**src/rtl/free_list.sv**
```systemverilog
// free_list: physical-register free list for the 3-wide rename stage.
// Circular buffer of unmapped physical tags with compacted 3-wide allocate/free
// and a single-cycle checkpoint recovery.
// Optional feature macro: FL_FREE_BYPASS_EN (same-cycle reuse of retiring tags).

`ifndef SYS_PHYS_REG_ADDR_WIDTH
`define SYS_PHYS_REG_ADDR_WIDTH 6
`endif

module free_list #(
    parameter int unsigned PR_W     = `SYS_PHYS_REG_ADDR_WIDTH,
    parameter int unsigned FL_DEPTH = 32
) (
    input  logic              clk,
    input  logic              rst_n,
    input  logic [2:0]        dispatch_req,
    output logic [3*PR_W-1:0] dispatch_pr_alloc_tags,
    output logic [1:0]        fl_avail,
    input  logic [2:0]        retire_free_vld,
    input  logic [3*PR_W-1:0] retire_free_tags,
    input  logic              fch_rec_enable,
    output logic              fl_err
);
    localparam int unsigned IDX_W = $clog2(FL_DEPTH);
    localparam int unsigned CNT_W = IDX_W + 1;
    localparam int unsigned SUM_W = IDX_W + 2;
    localparam int unsigned BASE  = (1 << PR_W) - FL_DEPTH;

    logic [PR_W-1:0]  fl_buf_q [FL_DEPTH];
    logic [IDX_W-1:0] head_q, head_d;
    logic [IDX_W-1:0] tail_q, tail_d;
    logic [CNT_W-1:0] count_q, count_d;
    logic             err_q, err_d;

    logic [1:0]       req_pre  [3];
    logic [1:0]       free_pre [3];
    logic [1:0]       nalloc, nfree;
    logic [PR_W-1:0]  free_tag [3];
    logic [SUM_W-1:0] avail_src, next_cnt;
    logic [1:0]       avail_c;
    logic             over_req, overflow, alloc_ok;
    logic [1:0]       nalloc_eff, nfree_eff;
    logic [2:0]       wr_en;
    logic [IDX_W-1:0] wr_idx [3];
`ifdef FL_FREE_BYPASS_EN
    logic [PR_W-1:0]  free_cmp [3];
    logic [1:0]       byp_n;
`endif

    // Prefix popcounts give each slot its compacted position; unpack free tags.
    always_comb begin
        req_pre[0]  = 2'd0;
        req_pre[1]  = 2'(dispatch_req[0]);
        req_pre[2]  = 2'(dispatch_req[0]) + 2'(dispatch_req[1]);
        nalloc      = req_pre[2] + 2'(dispatch_req[2]);
        free_pre[0] = 2'd0;
        free_pre[1] = 2'(retire_free_vld[0]);
        free_pre[2] = 2'(retire_free_vld[0]) + 2'(retire_free_vld[1]);
        nfree       = free_pre[2] + 2'(retire_free_vld[2]);
        for (int k = 0; k < 3; k++) begin
            free_tag[k] = retire_free_tags[k*PR_W +: PR_W];
        end
    end

    // Availability, error detection, tag selection and next-state computation.
    always_comb begin
        dispatch_pr_alloc_tags = '0;
`ifdef FL_FREE_BYPASS_EN
        avail_src = SUM_W'(count_q) + SUM_W'(nfree);
`else
        avail_src = SUM_W'(count_q);
`endif
        if (fch_rec_enable) begin
            avail_c = 2'd0;
        end else if (avail_src >= SUM_W'(3)) begin
            avail_c = 2'd3;
        end else begin
            avail_c = avail_src[1:0];
        end
        fl_avail = avail_c;

        // Dispatch is ignored during recovery, so it cannot over-request then.
        over_req   = !fch_rec_enable && (nalloc > avail_c);
        alloc_ok   = !fch_rec_enable && !over_req;
        nalloc_eff = alloc_ok ? nalloc : 2'd0;
        next_cnt   = SUM_W'(count_q) + SUM_W'(nfree) - SUM_W'(nalloc_eff);
        overflow   = next_cnt > SUM_W'(FL_DEPTH);
        nfree_eff  = overflow ? 2'd0 : nfree;

`ifdef FL_FREE_BYPASS_EN
        // Slots beyond the stored count consume the oldest incoming frees directly.
        for (int k = 0; k < 3; k++) begin
            free_cmp[k] = '0;
        end
        for (int k = 0; k < 3; k++) begin
            if (retire_free_vld[k]) begin
                free_cmp[free_pre[k]] = free_tag[k];
            end
        end
        if (SUM_W'(nalloc_eff) > SUM_W'(count_q)) begin
            byp_n = 2'(SUM_W'(nalloc_eff) - SUM_W'(count_q));
        end else begin
            byp_n = 2'd0;
        end
`endif

        for (int k = 0; k < 3; k++) begin
            wr_idx[k] = tail_q + IDX_W'(free_pre[k]);
`ifdef FL_FREE_BYPASS_EN
            wr_en[k]  = retire_free_vld[k] && !overflow && (free_pre[k] >= byp_n);
`else
            wr_en[k]  = retire_free_vld[k] && !overflow;
`endif
            if (alloc_ok && dispatch_req[k]) begin
                dispatch_pr_alloc_tags[k*PR_W +: PR_W] = fl_buf_q[head_q + IDX_W'(req_pre[k])];
`ifdef FL_FREE_BYPASS_EN
                if (SUM_W'(req_pre[k]) >= SUM_W'(count_q)) begin
                    dispatch_pr_alloc_tags[k*PR_W +: PR_W] =
                        free_cmp[2'(SUM_W'(req_pre[k]) - SUM_W'(count_q))];
                end
`endif
            end
        end

        // Bypassed tags are skipped by tail and head alike, keeping [head,tail) consistent.
        tail_d  = tail_q + IDX_W'(nfree_eff);
        head_d  = fch_rec_enable ? tail_d : head_q + IDX_W'(nalloc_eff);
        count_d = fch_rec_enable ? CNT_W'(FL_DEPTH)
                                 : CNT_W'(SUM_W'(count_q) + SUM_W'(nfree_eff) - SUM_W'(nalloc_eff));
        err_d   = err_q | over_req | overflow;
    end

    assign fl_err = err_q;

    // State and buffer registers; reset loads the non-architectural tags in order.
    always_ff @(posedge clk or negedge rst_n) begin
        if (!rst_n) begin
            for (int unsigned i = 0; i < FL_DEPTH; i++) begin
                fl_buf_q[i] <= PR_W'(BASE + i);
            end
            head_q  <= '0;
            tail_q  <= '0;
            count_q <= CNT_W'(FL_DEPTH);
            err_q   <= 1'b0;
        end else begin
            for (int k = 0; k < 3; k++) begin
                if (wr_en[k]) begin
                    fl_buf_q[wr_idx[k]] <= free_tag[k];
                end
            end
            head_q  <= head_d;
            tail_q  <= tail_d;
            count_q <= count_d;
            err_q   <= err_d;
        end
    end

endmodule

```
**config.mk**
```make
export PLATFORM = sky130hd
export DESIGN_NAME = free_list
export DESIGN_NICKNAME = d
export VERILOG_FILES = /design/src/rtl/free_list.sv
export SDC_FILE = /design/constraint.sdc
export NUM_CORES = 1
export LEC_CHECK = 0
export CORE_MARGIN = 8
export CORE_UTILIZATION = 67
export CTS_BUF_LIST = sky130_fd_sc_hd__clkbuf_8
export DETAILED_ROUTE_END_ITERATION = 10
export DONT_BUFFER_PORTS = 1
export PLACE_DENSITY = 0.91
export SETUP_SLACK_MARGIN = 0.4
export SYNTH_ARGS = -nofsm -noshare
export SYNTH_HDL_FRONTEND = slang
export SYNTH_SLANG_ARGS = --single-unit
```
**constraint.sdc**
```tcl
create_clock -name clk -period 7.9 [get_ports clk]
set_input_delay 1.58 -clock clk [delete_from_list [all_inputs] [get_ports clk]]
set_output_delay 1.58 -clock clk [all_outputs]
set_load 0.1 [all_outputs]
```
Word level (Yosys, flattened, before mapping) --
Index checks and enable logic that the tools add are counted. W data, S select, Z words.
Cells by class: $add $sub $neg 14, multiplexer cells 30, bitwise gates (word level) 8, reductions and logical operators 14, order comparisons 12
Operators with widths (number):
- $bwmux W192 | 3
- $mux W192 | 3
- $bmux W6 S5 | 3
- $demux W6 S5 | 3
- $mux W6 | 13
- $ge A6 B6 Y1 const B | 6
- $not A5 Y6 | 6
- $add A5 B2 Y5 | 4
- $lt A6 B1 Y1 const B | 3
- $logic_and A1 B1 Y1 | 11
- $add A5 B1 Y5 | 2
- $mux W2 | 4
- $add A6 B2 Y7 | 1
- $gt A7 B6 Y1 const B | 1
- $sub A7 B2 Y7 | 1
- $add A6 B2 Y6 | 1
- $ge A6 B2 Y1 const B | 1
- $sub A6 B2 Y6 | 1
- $mux W5 | 1
- $add A1 B1 Y2 | 2
- $add A2 B1 Y2 | 2
- $logic_not A1 Y1 | 3
- $gt A2 B2 Y1 | 1
- $or A1 B1 Y1 | 2
Storage, ports and cells: bits of input ports 27, logic and storage cells 114, output and inout port bits 21, register bits 209

Longest topological paths before layout --
depth in word-level cells 17, mapped depth 33, mapped depth without buffers 29

Worst setup path before layout --
Ideal clock, no wire load.
path type in2reg, from input port fch_rec_enable, to register count_q[5], library setup time 0.082 ns, path slack -0.405 ns, arrival time 8.223 ns, stages 28, path buffers 5, data required time 7.818 ns, cell sequence clkbuf_1 > nor2_1 > ha_1 > inv_1 > a21oi_1 > a21oi_1 > nor2_1 > nand2_1 > fa_1 > fa_1 > a211o_1 > a311o_1 > and3_1 > buf_2 > buf_6 > a21oi_1 > buf_4 > buf_2 > nand2_1 > fa_1 > inv_1 > ha_1 > a21o_1 > a21oi_1 > o21bai_1 > a21oi_1 > xnor2_1 > nand2_1
Between the ends: word-level cells in the longest chain between the ends 12, elaborated cells on any way between the ends 13, those cells by class add/sub: 3; order compare: 2; mux: 4; reduce/logical: 4
Ends and longest elaborated chain:
- from (decl) | line 21 | input logic fch_rec_enable,
- $mux W2 * | line 73 | if (fch_rec_enable) begin
- named net fl_avail[0] | line 18 | output logic [1:0] fl_avail,
- $gt A2 B2 Y1 * | line 83 | over_req = !fch_rec_enable && (nalloc > avail_c);
- $logic_and A1 B1 Y1 * | line 83
- $logic_not A1 Y1 * | line 84 | alloc_ok = !fch_rec_enable && !over_req;
- $logic_and A1 B1 Y1 * | line 84
- $mux W2 * | line 85 | nalloc_eff = alloc_ok ? nalloc : 2'd0;
- $sub A7 B2 Y7 | line 86 | next_cnt = SUM_W'(count_q) + SUM_W'(nfree) - SUM_W'(nalloc_eff);
- $gt A7 B6 Y1 | line 87 | overflow = next_cnt > SUM_W'(FL_DEPTH);
- $mux W2 | line 88 | nfree_eff = overflow ? 2'd0 : nfree;
- $add A6 B2 Y6 | line 129 | : CNT_W'(SUM_W'(count_q) + SUM_W'(nfree_eff) - SUM_W'(nalloc_eff));
- $sub A6 B2 Y6 * | line 129
- $mux W6 * | line 128 | count_d = fch_rec_enable ? CNT_W'(FL_DEPTH)
- named net count_d[5] | line 32 | logic [CNT_W-1:0] count_q, count_d;
- to (signal assigned) | line 143 | count_q <= CNT_W'(FL_DEPTH);
- to (signal assigned) | line 153 | count_q <= count_d;
- to (decl) | line 32
Mark *: on every way through the listed nets, which the timed path passes. The rest lies on a longest branch.

Final worst setup path --
from input port dispatch_req[0], to register fl_buf_q[172] in the netlist's numbering
Between the ends: word-level cells in the longest chain between the ends 16, elaborated cells on any way between the ends 18, those cells by class add/sub: 3; order compare: 2; mux: 6; reduce/logical: 7
Ends and longest elaborated chain:
- from (decl) | line 16 | input logic [2:0] dispatch_req,
- $add A1 B1 Y2 * | line 54 | req_pre[2] = 2'(dispatch_req[0]) + 2'(dispatch_req[1]);
- $add A2 B1 Y2 * | line 55 | nalloc = req_pre[2] + 2'(dispatch_req[2]);
- $gt A2 B2 Y1 | line 83
- $logic_and A1 B1 Y1 | line 83
- $logic_not A1 Y1 | line 84
- $logic_and A1 B1 Y1 | line 84
- $mux W2 * | line 85
- $sub A7 B2 Y7 * | line 86
- $gt A7 B6 Y1 * | line 87
- $logic_not A1 Y1 * | line 112 | wr_en[k] = retire_free_vld[k] && !overflow;
- $logic_and A1 B1 Y1 | line 112
- $mux W192 | line 147 | if (wr_en[k]) begin
- $bwmux W192 | line 148 | fl_buf_q[wr_idx[k]] <= free_tag[k];
- $mux W192 | line 147
- $bwmux W192 | line 148
- $mux W192 * | line 147
- to (signal, indexed assignment) | line 139 | fl_buf_q[i] <= PR_W'(BASE + i);
- to (signal, indexed assignment) | line 148
- to (decl) | line 29 | logic [PR_W-1:0] fl_buf_q [FL_DEPTH];
Mark *: on every way between the ends. The rest lies on a longest branch, timed or not.

==> impl_metrics.env <==
export IMPL_dpl_instance_area_um2=18300
export IMPL_via_per_inst=8.88
export IMPL_die_w_um=181
export IMPL_worst_slew_pin_slew_ns=1.35
export IMPL_tns_ns=0
export IMPL_hp_class="reg2reg"
export IMPL_fp_dieH_um=181
export IMPL_io_buffers=0
export IMPL_p_sw_mw=5.36
export IMPL_htree_levels=2
export IMPL_dieArea_um2=32700
export IMPL_grt_pass1_wl_mm=109
export IMPL_final_cell_mix="mux2i_1, mux4_2, dfstp_2"
export IMPL_finalInstanceArea_um2=19100
export IMPL_cts_tree="done"
export IMPL_power_frac_clock_pct=11.0
export IMPL_multi_input_area_um2=12000
export IMPL_synth_top_area_share_pct=22.3
export IMPL_slowest_stage="nor2_2"
export IMPL_pwr_density_cell_nw_per_um2=560
export IMPL_max_stage_delay_ns=1.06
export IMPL_rr_worst_depth=19
export IMPL_initial_utilization_pct=67.8
export IMPL_leakagePower_nw=7.83
export IMPL_ys_flop_type="dfstp_2"
export IMPL_detail_route_wl_per_cell_um=39.4
export IMPL_drive_gt1_share_pct=35.1
export IMPL_num_fill_cells=1829
export IMPL_crit_arrival_ns=7.43
export IMPL_syn_cell_area_um2=18200
export IMPL_grt_antenna_before_repair=11
export IMPL_cp_cell_sequence="fa_1 > ha_1 > a21oi_1 > a21oi_1 > nor2_1 > nand2_1 > fa_1 > fa_1 > a211o_1 > and3_1 > o221a_2 > nor2_2 > or4_1 > nor4b_2 > a221oi_1"
export IMPL_critPathKind="in2reg"
export IMPL_fp_coreArea_um2=26800
export IMPL_ys_seq_area_share_pct=29.6
export IMPL_dr_pass1_iters=11
export IMPL_yosys_area_top_type="mux4_2"
export IMPL_ys_ff_latch=209
export IMPL_synth_edf_count=0
export IMPL_path_max_fanout=20
export IMPL_cts_root_buf="clkbuf_8"
export IMPL_fin_worst_skew_ns=0.0245
export IMPL_seqPwrFrac_pct=23.3
export IMPL_fmax_ghz=0.142
export IMPL_finalCriticalPeriod_ns=7.04
export IMPL_cp_end_kind="flip-flop"
export IMPL_crit_path_start_kind="primary input"
export IMPL_overflow=0
export IMPL_ys_async_sr_fraction_pct=100
export IMPL_synth_warning_count=0
export IMPL_area_growth_pct=5.26
export IMPL_layout_commonest_cell="mux2i_1"
export IMPL_cpMostUsedCell="fa_1"
export IMPL_first_global_vias=16200
export IMPL_seqCellArea_um2=5380
export IMPL_drc=20
export IMPL_run_status="finished with violations"
export IMPL_cts_buffers=39
export IMPL_synth_area_leaders="mux4_2, dfstp_2, dfrtp_1"
export IMPL_placement_rows=60
export IMPL_vias=16800
export IMPL_wirelength_mm=74.4
export IMPL_slew_limit_headroom_pct=10.2
export IMPL_critPathRequiredTime_ns=8.28
export IMPL_holdBufCountCts=0
export IMPL_slew_violations=0
export IMPL_cts_setup_buffers=0
export IMPL_synth_cells=1608
export IMPL_ant_nets=0
export IMPL_drv_max_cap_violation_count=0
export IMPL_nets=1578
export IMPL_setup_violations_final=0
export IMPL_clock_latency_ns=0.59
export IMPL_rsz0062_at_grt="no"
export IMPL_clock_sinks=209
export IMPL_synthesis_nets=1675
export IMPL_hold_depth=2
export IMPL_intPower_mw=5.36
export IMPL_ir_drop_uv=437
export IMPL_pin_count=48
export IMPL_cts_resized=0
export IMPL_hold_violations=0
export IMPL_path_clk_slew_ns=0.06
export IMPL_synth_avg_cell_area_um2=11.3
export IMPL_switching_share_pct=50.0
export IMPL_finalCritPeriodShare_pct=89.1
export IMPL_grt_max_degree=210
export IMPL_place_congestion=1.08
export IMPL_clk_path_buf_depth=3
export IMPL_ys_types=75
export IMPL_place_hpwl_mm=48.3
export IMPL_finish_utilization_pct=71.4
export IMPL_total_power_mw=10.7
export IMPL_drtIter0Drc=3243
export IMPL_grt_total_usage_pct=45.0
export IMPL_failed_checks="design-rule violations"
export IMPL_holdWs_ns=0.588
export IMPL_p_comb_share_pct=65.7
[worst paths after layout]
kind,from,to,slack [ns]
max in group asynchronous,rst_n,fl_buf_q[51]$_DFF_PN0_,6.67
hold reg to reg,fl_buf_q[103]$_DFF_PN1_,fl_buf_q[103]$_DFF_PN1_,0.59
min in group asynchronous,rst_n,head_q[3]$_DFF_PN0_,0.69
hold / removal,fl_buf_q[103]$_DFF_PN1_,fl_buf_q[103]$_DFF_PN1_,0.59
setup / recovery,dispatch_req[0],fl_buf_q[172]$_DFF_PN0_,0.86
setup reg to reg,count_q[5]$_DFF_PN1_,fl_buf_q[172]$_DFF_PN0_,0.99
[synthesized netlist by cell type, drive strengths merged, types with 3 or more instances]
cell and number:
nor2b 10, o2111ai 12, a31oi 8, mux4 180, nand2 61, nor3b 4
fa 9, dfrtp 96, and3 17, nand4 8, o31a 6, clkbuf 113
o21ai 37, nor3 50, a21boi 5, nor4b 4, o22ai 26, o221a 31
buf 60, nand2b 14, dfstp 113, nor2 106, nand3 74, mux2 46
or3 12, nor4 19, a222oi 12, or4 8, a211o 3, a221oi 86
mux2i 216, xnor2 14, ha 31, a21oi 36, inv 37, xor2 10
[power groups by stage]
stage	clock, mW	combinational, mW	sequential (mW)
floorplan	0	4.91	2.08
global placement	0	6.43	2.38
detailed placement	0	6.58	2.44
CTS	1.16	6.61	2.43
global route	1.20	7.16	2.53
finish	1.18	7.04	2.49
[kinds of logic after synthesis]
kind of cell               Yosys count  synth area share, %
buffers and inverters              210                 4.82
DFF                                209                 29.6
xor gates and xnor gates            24                 1.16
muxes                              442                 37.1
and+or+nand+nor                    399                 11.8
AOI/OAI and AO/OA                  284                 12.5
adders and majority gates           40                 3.13
[state kept, by name (all words and copies together) (netlist names)]
| signal | flops |
|---|---|
| head_q | 5 |
| count_q | 6 |
| fl_err | 1 |
| fl_buf_q | 192 |
| tail_q | 5 |
[area by class of cell]
class,instances,area share [%]
inverters,37,0.726
diodes,5,0.0654
repair buffers,35,1.44
well taps,341,2.23
clock inverters,21,0.791
flip-flops and latches,209,28.1
clock buffers,51,3.67
multi-input cells,1189,63.0
[metrics by stage]
step                cells  worst slack, ns
floorplan            1608            0.444
global placement     1811            0.643
detailed placement   1811            0.526
CTS                  1883             1.11
global route         1886            0.767
finish               1888            0.859
[routing by layer]
layer,vias up,global-route usage (%),wire (µm)
met2,1858,63.0,30000
met4,13,28.6,6570
li1,6237,-,-
met3,572,26.6,15100
met1,8091,51.5,22700
met5,-,3.99,146
[worst max-delay path, delay by kind of cell]
family | cells | cell delay, ns
fa+ha+maj | 4 | 1.76
compound gates | 5 | 1.21
simple gates | 6 | 2.83
(Power assumes the default switching activity.)
